<file path="config.mk">
export PLATFORM = sky130hd
export DESIGN_NAME = elastic_seq_source
export DESIGN_NICKNAME = d
export VERILOG_FILES = /design/src/rtl/elastic_seq_source.sv
export SDC_FILE = /design/constraint.sdc
export NUM_CORES = 1
export LEC_CHECK = 0
export ABC_CLOCK_PERIOD_IN_PS = 4100
export BUFFER_PORTS_ARGS = -buffer_cell sky130_fd_sc_hd__buf_2
export CORE_MARGIN = 1.5
export CORE_UTILIZATION = 57
export DETAILED_ROUTE_END_ITERATION = 8
export GPL_TIMING_DRIVEN = 0
export PLACE_DENSITY = 0.86
export RECOVER_POWER = 25
export SETUP_SLACK_MARGIN = 0.05
export SYNTH_ARGS = -nofsm -noshare
export SYNTH_HDL_FRONTEND = slang
export SYNTH_SLANG_ARGS = --single-unit
</file>
<file path="constraint.sdc">
create_clock -name clk -period 4.1 [get_ports clk]
set_input_delay 0.82 -clock clk [delete_from_list [all_inputs] [get_ports clk]]
set_output_delay 0.82 -clock clk [all_outputs]
set_load 0.01 [all_outputs]
</file>
<file path="src/rtl/elastic_seq_source.sv">
// elastic_seq_source: accepts one (start, count) command on a valid/ready channel and emits
// count tokens start, start+STEP, ... on a valid/ready output channel, flagging the final
// token with outs_last. A new command can be taken on the cycle the last token transfers,
// so back-to-back sequences stream with no bubble.
//
// Ports:
//   clk, rst              clock, synchronous active-high reset
//   cmd_start, cmd_count  command payload (first value, number of tokens)
//   cmd_valid, cmd_ready  command handshake
//   outs, outs_last       output payload and end-of-sequence flag
//   outs_valid, outs_ready output handshake
module elastic_seq_source #(
  parameter int unsigned     DATA_TYPE   = 32,
  parameter int unsigned     COUNT_WIDTH = 8,
  parameter longint unsigned STEP        = 1
) (
  input  logic                   clk,
  input  logic                   rst,
  input  logic [DATA_TYPE-1:0]   cmd_start,
  input  logic [COUNT_WIDTH-1:0] cmd_count,
  input  logic                   cmd_valid,
  output logic                   cmd_ready,
  output logic [DATA_TYPE-1:0]   outs,
  output logic                   outs_last,
  output logic                   outs_valid,
  input  logic                   outs_ready
);

  localparam logic [DATA_TYPE-1:0] StepVal = DATA_TYPE'(STEP);

  typedef enum logic [0:0] {StIdle, StEmit} state_e;

  state_e                 state_q, state_d;
  logic [DATA_TYPE-1:0]   value_q, value_d;
  logic [COUNT_WIDTH-1:0] remaining_q, remaining_d;

  logic cmd_fire;
  logic out_fire;
  logic cmd_nonzero;

  always_comb begin
    outs       = value_q;
    outs_valid = (state_q == StEmit);
    outs_last  = (state_q == StEmit) && (remaining_q == COUNT_WIDTH'(1));
    // Ready combinationally follows outs_ready on the last token to avoid a bubble.
    cmd_ready  = (state_q == StIdle) || (outs_last && outs_ready);
  end

  assign cmd_fire    = cmd_valid && cmd_ready;
  assign out_fire    = outs_valid && outs_ready;
  assign cmd_nonzero = (cmd_count != '0);

  always_comb begin
    state_d     = state_q;
    value_d     = value_q;
    remaining_d = remaining_q;
    unique case (state_q)
      StIdle: begin
        // A zero-count command is consumed without emitting anything.
        if (cmd_fire && cmd_nonzero) begin
          value_d     = cmd_start;
          remaining_d = cmd_count;
          state_d     = StEmit;
        end
      end
      StEmit: begin
        if (out_fire) begin
          if (remaining_q > COUNT_WIDTH'(1)) begin
            value_d     = value_q + StepVal;
            remaining_d = remaining_q - COUNT_WIDTH'(1);
          end else if (cmd_fire && cmd_nonzero) begin
            value_d     = cmd_start;
            remaining_d = cmd_count;
          end else begin
            state_d = StIdle;
          end
        end
      end
      default: state_d = StIdle;
    endcase
  end

  always_ff @(posedge clk) begin
    if (rst) begin
      state_q     <= StIdle;
      value_q     <= '0;
      remaining_q <= '0;
    end else begin
      state_q     <= state_d;
      value_q     <= value_d;
      remaining_q <= remaining_d;
    end
  end

endmodule

</file>
==> results of run 1 <==
-- through the flow --
stage	cell area (sq um)	setup WS, ns	cells
finish	3410	1.28	522
global route	3410	1.15	522
CTS	3430	1.34	522
detailed placement	3320	1.33	514
global placement	3320	1.32	514
floorplan	2840	1.73	369
-- placed cells by master (no fill, tap or decap), drive strengths merged, types with 5 or more instances in the layout --
master,count
mux2i,17
nand4,11
clkbuf,37
a21oi,28
xnor2,7
nand3,22
a211oi,5
a21o,5
nor4,11
inv,8
nor3,16
and3,6
o21ai,29
o22ai,18
dfxtp,41
or3,5
a22oi,10
nor2,26
buf,67
nand2,36
-- layout make-up --
cell class	instances	area, sq um
Clock inverter	1	30.0
Fill cell	436	1350
Sequential cell	41	821
Timing Repair Buffer	78	367
Clock buffer	7	86.3
Inverter	8	30.0
Multi-Input combinational cell	301	1890
Tap cell	67	83.8
Buffer	19	101
-- power by group through the flow --
stage | clock (mW) | sequential (mW) | combinational [mW]
after CTS | 0.351 | 0.543 | 0.534
after floorplan | 0 | 0.553 | 0.348
after global placement | 0 | 0.547 | 0.510
after detailed placement | 0 | 0.551 | 0.526
final | 0.357 | 0.548 | 0.543
after global routing | 0.364 | 0.557 | 0.585
-- final timing paths --
| path | start | to | slack (ns) | cells after the start |
|---|---|---|---|---|
| hold reg to reg | outs[24]$_SDFFE_PP0P_ | outs[24]$_SDFFE_PP0P_ | 0.51 | 1 |
| setup reg to reg | remaining_q[0]$_SDFFE_PP0P_ | outs[2]$_SDFFE_PP0P_ | 1.28 | 11 |
| setup / recovery | remaining_q[0]$_SDFFE_PP0P_ | outs[2]$_SDFFE_PP0P_ | 1.28 | 11 |
| hold / removal | outs[24]$_SDFFE_PP0P_ | outs[24]$_SDFFE_PP0P_ | 0.51 | 1 |
-- cells in the mapped netlist, types with 6 or more instances --
cell type,n,area share [%]
nor4_1,9,2.0
nor2_1,25,3.3
nand4_1,10,2.2
nand3_1,22,3.9
mux2i_1,17,6.0
clkbuf_1,10,1.3
o21ai_0,27,4.8
nand2_1,34,4.5
xnor2_1,7,2.2
dfxtp_1,41,29
inv_1,8,1.1
and3_1,6,1.3
a22oi_1,10,2.6
a21oi_1,28,4.9
o22ai_1,18,4.0
nor3_1,16,2.8
-- cell families (layout without fill, tap and decap cells) --
group / Yosys count / after routing / share of synthesized area, %
buffers and inverters: 27 / 113 / 4.62
AOI/OAI and AO/OA: 122 / 122 / 28.3
muxes: 19 / 19 / 6.78
and+or+nand+nor: 150 / 150 / 27.9
DFF: 41 / 41 / 28.9
adders and majority gates: 3 / 3 / 1.32
xor gates and xnor gates: 7 / 7 / 2.16
-- flip-flops by register name, indices dropped and copies added, names as in the netlist --
| register | flops |
|---|---|
| remaining_q | 8 |
| outs_valid | 1 |
| outs | 32 |
-- per-layer routing --
| metal | share of wire [%] | routed length (microns) |
|---|---|---|
| met1 | 39 | 3760 |
| met2 | 45 | 4310 |
| met3 | 13 | 1240 |
| met4 | 3.6 | 352 |
| met5 | 0 | 0 |
==> flow_metrics.py, run 1 <==
metrics = {
    "floorplan": {
        "rows": 25,
        "initial_core_util_pct": 59.8,
        "pin_count": 79,
        "fp.dieW_microns": 73.6,
        "core_sq_um": 4750,
        "die_h_microns": 73.6,
        "die_area_sq_um": 5420,
    },
    "drt": {
        "drt-initial-drc-count": 448,
        "drcViolationCount": 0,
        "wl_per_cell_microns": 18.5,
        "firstDrtPassIters": 5,
        "via_per_inst": 6.76,
        "vias": 3528,
        "drtAntennaViolNets": 0,
        "finalWirelength_mm": 9.66,
    },
    "timing": {
        "rsz0062_at_grt": "false",
        "setup_viol": 0,
        "post-route-period-util_pct": 68.9,
        "whs_ns": 0.515,
        "relSlewSlack_pct": 35.1,
        "final-hold-violation-count": 0,
        "fmax_ghz": 0.354,
        "drv_slew": 0,
        "finClkSkew_ns": 0.00304,
        "tns_ns": 0,
        "worst_slew_pin_slew_ns": 0.965,
        "fin_crit_ns": 2.82,
    },
    "clock_tree": {
        "cts_resized": 0,
        "cts_buffers": 5,
        "clk_latency_ns": 0.31,
        "clkSinkCount": 41,
        "clk_path_buf_depth": 2,
        "post-cts-setup-buffer-count": 0,
        "cts_tree": "built",
        "clk_pin_slew_worst_paths_ns": 0.08,
        "cts-root-buf": "clkbuf_8",
        "hold_buffers": 0,
        "htreeDepth": 2,
    },
    "power": {
        "intPower_mw": 0.864,
        "seq_power_share_pct": 37.8,
        "peakVddDrop_mv": 0.213,
        "p_switching_mw": 0.584,
        "clkPwrFrac_pct": 24.7,
        "comb_power_share_pct": 37.5,
        "power.leakage_nw": 1.30,
        "fin_total_pwr_mw": 1.45,
        "p_per_area_nw_per_um2": 425,
        "switching_share_pct": 40.3,
    },
    "yosys": {
        "ys.warnings.count": 0,
        "ys_async_sr_fraction_pct": 0,
        "synth-seq-cells": 41,
        "syn_nets": 416,
        "synth_area_sq_um": 2840,
        "synth_top_flop_cell": "dfxtp_1",
        "synth_edf_count": 0,
        "ys_types": 56,
        "seq_area_frac_synth_pct": 28.9,
        "syn_inst": 369,
        "synth_area_per_cell_sq_um": 7.70,
    },
    "worst_setup_path": {
        "end_kind": "flip-flop",
        "cp_max_fo": 10,
        "required_ns": 4.28,
        "cp_cell_sequence": "inv_1 -> ha_1 -> or2_2 -> clkbuf_1 -> and4_1 -> nand2_1 -> nand2_1 -> nand2b_1 -> clkbuf_1 -> buf_2 -> o22ai_1",
        "crit_path_start_kind": "flip-flop",
        "slowest_stage": "dfxtp_1",
        "path_class": "reg2reg",
        "crit_family": "simple AND/OR/NAND/NOR gates",
        "crit_path_max_incr_delay_ns": 0.43,
        "crit_arrival_ns": 3.00,
        "path_buf_inv": 4,
    },
    "outcome": {
        "status": "finished clean",
    },
    "grt": {
        "grt_pass1_vias": 2986,
        "globalRouteOverflowTotal": 0,
        "top_usage_layer": "met2",
        "grt_pass1_wl_mm": 14.9,
        "met3_usage_pct": 8.50,
        "grt_usage_pct": 35.9,
        "use_met2_pct": 53.4,
        "grt_start_max_net_pins": 13,
        "antenna_found_initial": 0,
        "met1_usage_pct": 48.3,
    },
    "placed_design": {
        "place_congestion": 0.945,
        "dpl.hpwl_mm": 6.77,
        "port-buffer-count": 78,
    },
    "final_layout": {
        "nets": 501,
        "final_layout_size_suffix_gt1_share_pct": 19.8,
        "final_util_pct": 71.7,
        "syn_to_final_growth_pct": 19.9,
        "diodes": 0,
    },
    "flow_run": {
        "drv_cap": 0,
    },
    "min_path": {
        "hp-class": "reg2reg",
    },
}
(Power assumes the default switching activity.)
==> run 2, diff against run 1 <==
--- a/config.mk
+++ b/config.mk
@@ -5,13 +5,13 @@
 export SDC_FILE = /design/constraint.sdc
 export NUM_CORES = 1
 export LEC_CHECK = 0
-export ABC_CLOCK_PERIOD_IN_PS = 4100
+export ABC_CLOCK_PERIOD_IN_PS = 2300
 export BUFFER_PORTS_ARGS = -buffer_cell sky130_fd_sc_hd__buf_2
 export CORE_MARGIN = 1.5
-export CORE_UTILIZATION = 57
+export CORE_UTILIZATION = 48
 export DETAILED_ROUTE_END_ITERATION = 8
 export GPL_TIMING_DRIVEN = 0
-export PLACE_DENSITY = 0.86
+export PLACE_DENSITY = 0.77
 export RECOVER_POWER = 25
 export SETUP_SLACK_MARGIN = 0.05
 export SYNTH_ARGS = -nofsm -noshare
==> constraint.sdc (replaced) <==
create_clock -name clk -period 2.3 [get_ports clk]
set_input_delay 0.46 -clock clk [delete_from_list [all_inputs] [get_ports clk]]
set_output_delay 0.46 -clock clk [all_outputs]
set_load 0.01 [all_outputs]
==> run 2 against run 1 <==
  * Utilization fell by 9.3 points
  * Register-to-register slack got worse by 1.2 ns
  * Sequential power rose by 80%
  * Maximum frequency rose by 30%
  * Clock power rose by 40%
  * Wire length fell by 0.39%
  * Combinational power rose by 93%
  * Count of clock-buffer cells in the layout did not move
==> flow_metrics.py, run 2 (synthesis gave the netlist of run 1 again) <==
metrics = {
    "worst_setup_path": {
        "slowest_stage": "dfxtp_1",
        "path_class": "reg2reg",
        "crit_arrival_ns": 2.35,
        "crit_path_max_incr_delay_ns": 0.38,
        "crit_path_frequent_cell": "buf_6",
        "reg2reg_slack_ns": 0.12,
        "r2r_cells": 8,
        "r2r-start": "remaining_q[5]$_SDFFE_PP0P_",
        "reg2reg_to": "remaining_q[2]$_SDFFE_PP0P_",
        "cp_max_fo": 10,
        "required_ns": 2.47,
        "crit_path_start_kind": "flip-flop",
        "cp_cell_sequence": "nor4_4 -> buf_4 -> a41oi_2 -> nor2_4 -> buf_6 -> buf_6 -> mux2i_1 -> o22ai_1",
        "end_kind": "flip-flop",
    },
    "drt": {
        "drtAntennaViolNets": 0,
        "drt-initial-drc-count": 425,
        "vias": 3429,
        "top_layer_used": "met4",
        "met2_length_mm": 4.45,
        "wl_met3_microns": 849,
        "finalWirelength_mm": 9.62,
        "via_per_inst": 6.48,
        "drcViolationCount": 0,
        "firstDrtPassIters": 5,
        "wl_met1_mm": 4.06,
        "wl_per_cell_microns": 18.2,
    },
    "clock_tree": {
        "htreeDepth": 2,
        "clkSinkCount": 41,
        "clk_pin_slew_worst_paths_ns": 0.08,
        "cts_buffers": 5,
        "cts_tree": "built",
        "clk_path_buf_depth": 2,
        "clk_latency_ns": 0.30,
        "cts-root-buf": "clkbuf_8",
    },
    "placed_design": {
        "place_congestion": 0.916,
        "dpl.hpwl_mm": 6.95,
        "dp_cells": 519,
        "port-buffer-count": 78,
    },
    "final_layout": {
        "diodes": 0,
        "final_common_cell": "buf_2",
        "nets": 504,
        "seq_area_sq_um": 822,
        "layout_common_cells": "buf_2, dfxtp_1, nand2_1, a21oi_1, clkbuf_1",
        "fillers": 543,
        "final_layout_size_suffix_gt1_share_pct": 23.0,
        "syn_to_final_growth_pct": 23.2,
        "largest_reg_flops": 32,
        "layoutNonFillerInstCount": 529,
        "multi_input_area_sq_um": 1960,
    },
    "timing": {
        "post-route-period-util_pct": 94.7,
        "setup_viol": 0,
        "final-hold-violation-count": 0,
        "finClkSkew_ns": 0.00862,
        "relSlewSlack_pct": 58.4,
        "worst_slew_pin_slew_ns": 0.624,
        "drv_slew": 0,
        "rsz0062_at_grt": "false",
        "fmax_ghz": 0.459,
        "fin_crit_ns": 2.18,
    },
    "power": {
        "comb_power_share_pct": 41.5,
        "seq_power_share_pct": 38.8,
        "p_switching_mw": 1.05,
        "intPower_mw": 1.49,
        "fin_total_pwr_mw": 2.54,
        "peakVddDrop_mv": 0.385,
        "clkPwrFrac_pct": 19.7,
        "p_per_area_nw_per_um2": 725,
        "power.leakage_nw": 1.35,
        "switching_share_pct": 41.3,
    },
    "min_path": {
        "whs_path_depth": 3,
        "whs_endpoint": "outs[22]$_SDFFE_PP0P_",
        "hold_start": "cmd_start[22]",
        "hp-class": "in2reg",
    },
    "grt": {
        "grt_pass1_vias": 2889,
        "globalRouteOverflowTotal": 0,
        "grt_start_max_net_pins": 12,
        "grt_usage_pct": 29.1,
        "grt_pass1_wl_mm": 14.4,
        "antenna_found_initial": 0,
    },
    "floorplan": {
        "die_area_sq_um": 6390,
        "core_sq_um": 5610,
        "initial_core_util_pct": 50.7,
        "die_h_microns": 79.9,
        "pin_count": 79,
        "rows": 27,
        "fp.dieW_microns": 79.9,
    },
    "outcome": {
        "status": "finished clean",
    },
    "flow_run": {
        "drv_cap": 0,
    },
}
==> run 2: per-stage QoR <==
step	utilization, %	TNS (ns)	worst slack [ns]	cell area (sq um)	hold slack [ns]
5_1_grt	62.4	0	0.0270	3500	0.376
2_1_floorplan	-	0	0.151	2840	0.505
3_5_place_dp	59.2	-5.33	-0.356	3320	0.507
6_report	62.4	0	0.122	3500	0.363
3_3_place_gp	59.2	-5.31	-0.358	3320	0.481
4_1_cts	61.9	0	0.0165	3470	0.370
==> run 2: area by class of cell <==
cell class,count,area share [%]
tap,72,2.57
multi-input combinational,301,55.9
timing repair buffer,83,11.5
buffer,17,3.22
sequential,41,23.5
clock buffer,7,2.47
inverter,8,0.858
==> run 2: per-layer routing <==
layer / global-route usage [%] / up-vias
li1: - / 1588
met1: 38.6 / 1609
met2: 48.0 / 203
met3: 4.57 / 29
met4: 9.14 / 0
met5: 0 / -
==> run 2: worst max-delay path by stage <==
stage,end,cells past startpoint,start
final,remaining_q[2]$_SDFFE_PP0P_,8,remaining_q[5]$_SDFFE_PP0P_
after global routing,outs[4]$_SDFFE_PP0P_,8,remaining_q[5]$_SDFFE_PP0P_
after CTS,outs[30]$_SDFFE_PP0P_,8,remaining_q[0]$_SDFFE_PP0P_
after detailed placement,outs[7]$_SDFFE_PP0P_,11,remaining_q[0]$_SDFFE_PP0P_
after global placement,outs[4]$_SDFFE_PP0P_,11,remaining_q[0]$_SDFFE_PP0P_
after floorplan,outs[25]$_SDFFE_PP0P_,10,remaining_q[0]$_SDFFE_PP0P_
==> run 2: critical path: cells and delay by family, from the launching register on <==
| kind | cells | cell delay [ns] |
|---|---|---|
| AOI/OAI and AO/OA | 2 | 0.30 |
| buffers and inverters | 3 | 0.60 |
| DFF | 1 | 0.38 |
| muxes | 1 | 0.21 |
| and+or+nand+nor | 2 | 0.55 |
==> run 2: power by group through the flow <==
stage          Sequential, mW  Clock (mW)  Combinational (mW)
5_1_grt                 0.999       0.520                1.13
6_report                0.984       0.501                1.05
4_1_cts                 0.971       0.498               0.981
2_1_floorplan           0.985           0               0.621
3_3_place_gp            0.978           0               0.920
3_5_place_dp            0.983           0               0.935
==> run 2: repair_timing <==
item | CTS | global route
endpoints found under the setup margin | 33 | 40
hold buffers | 0 | 0
gates resized for setup | 13 | 12
buffers inserted | 3 | 2
pin swaps | 1 | 1
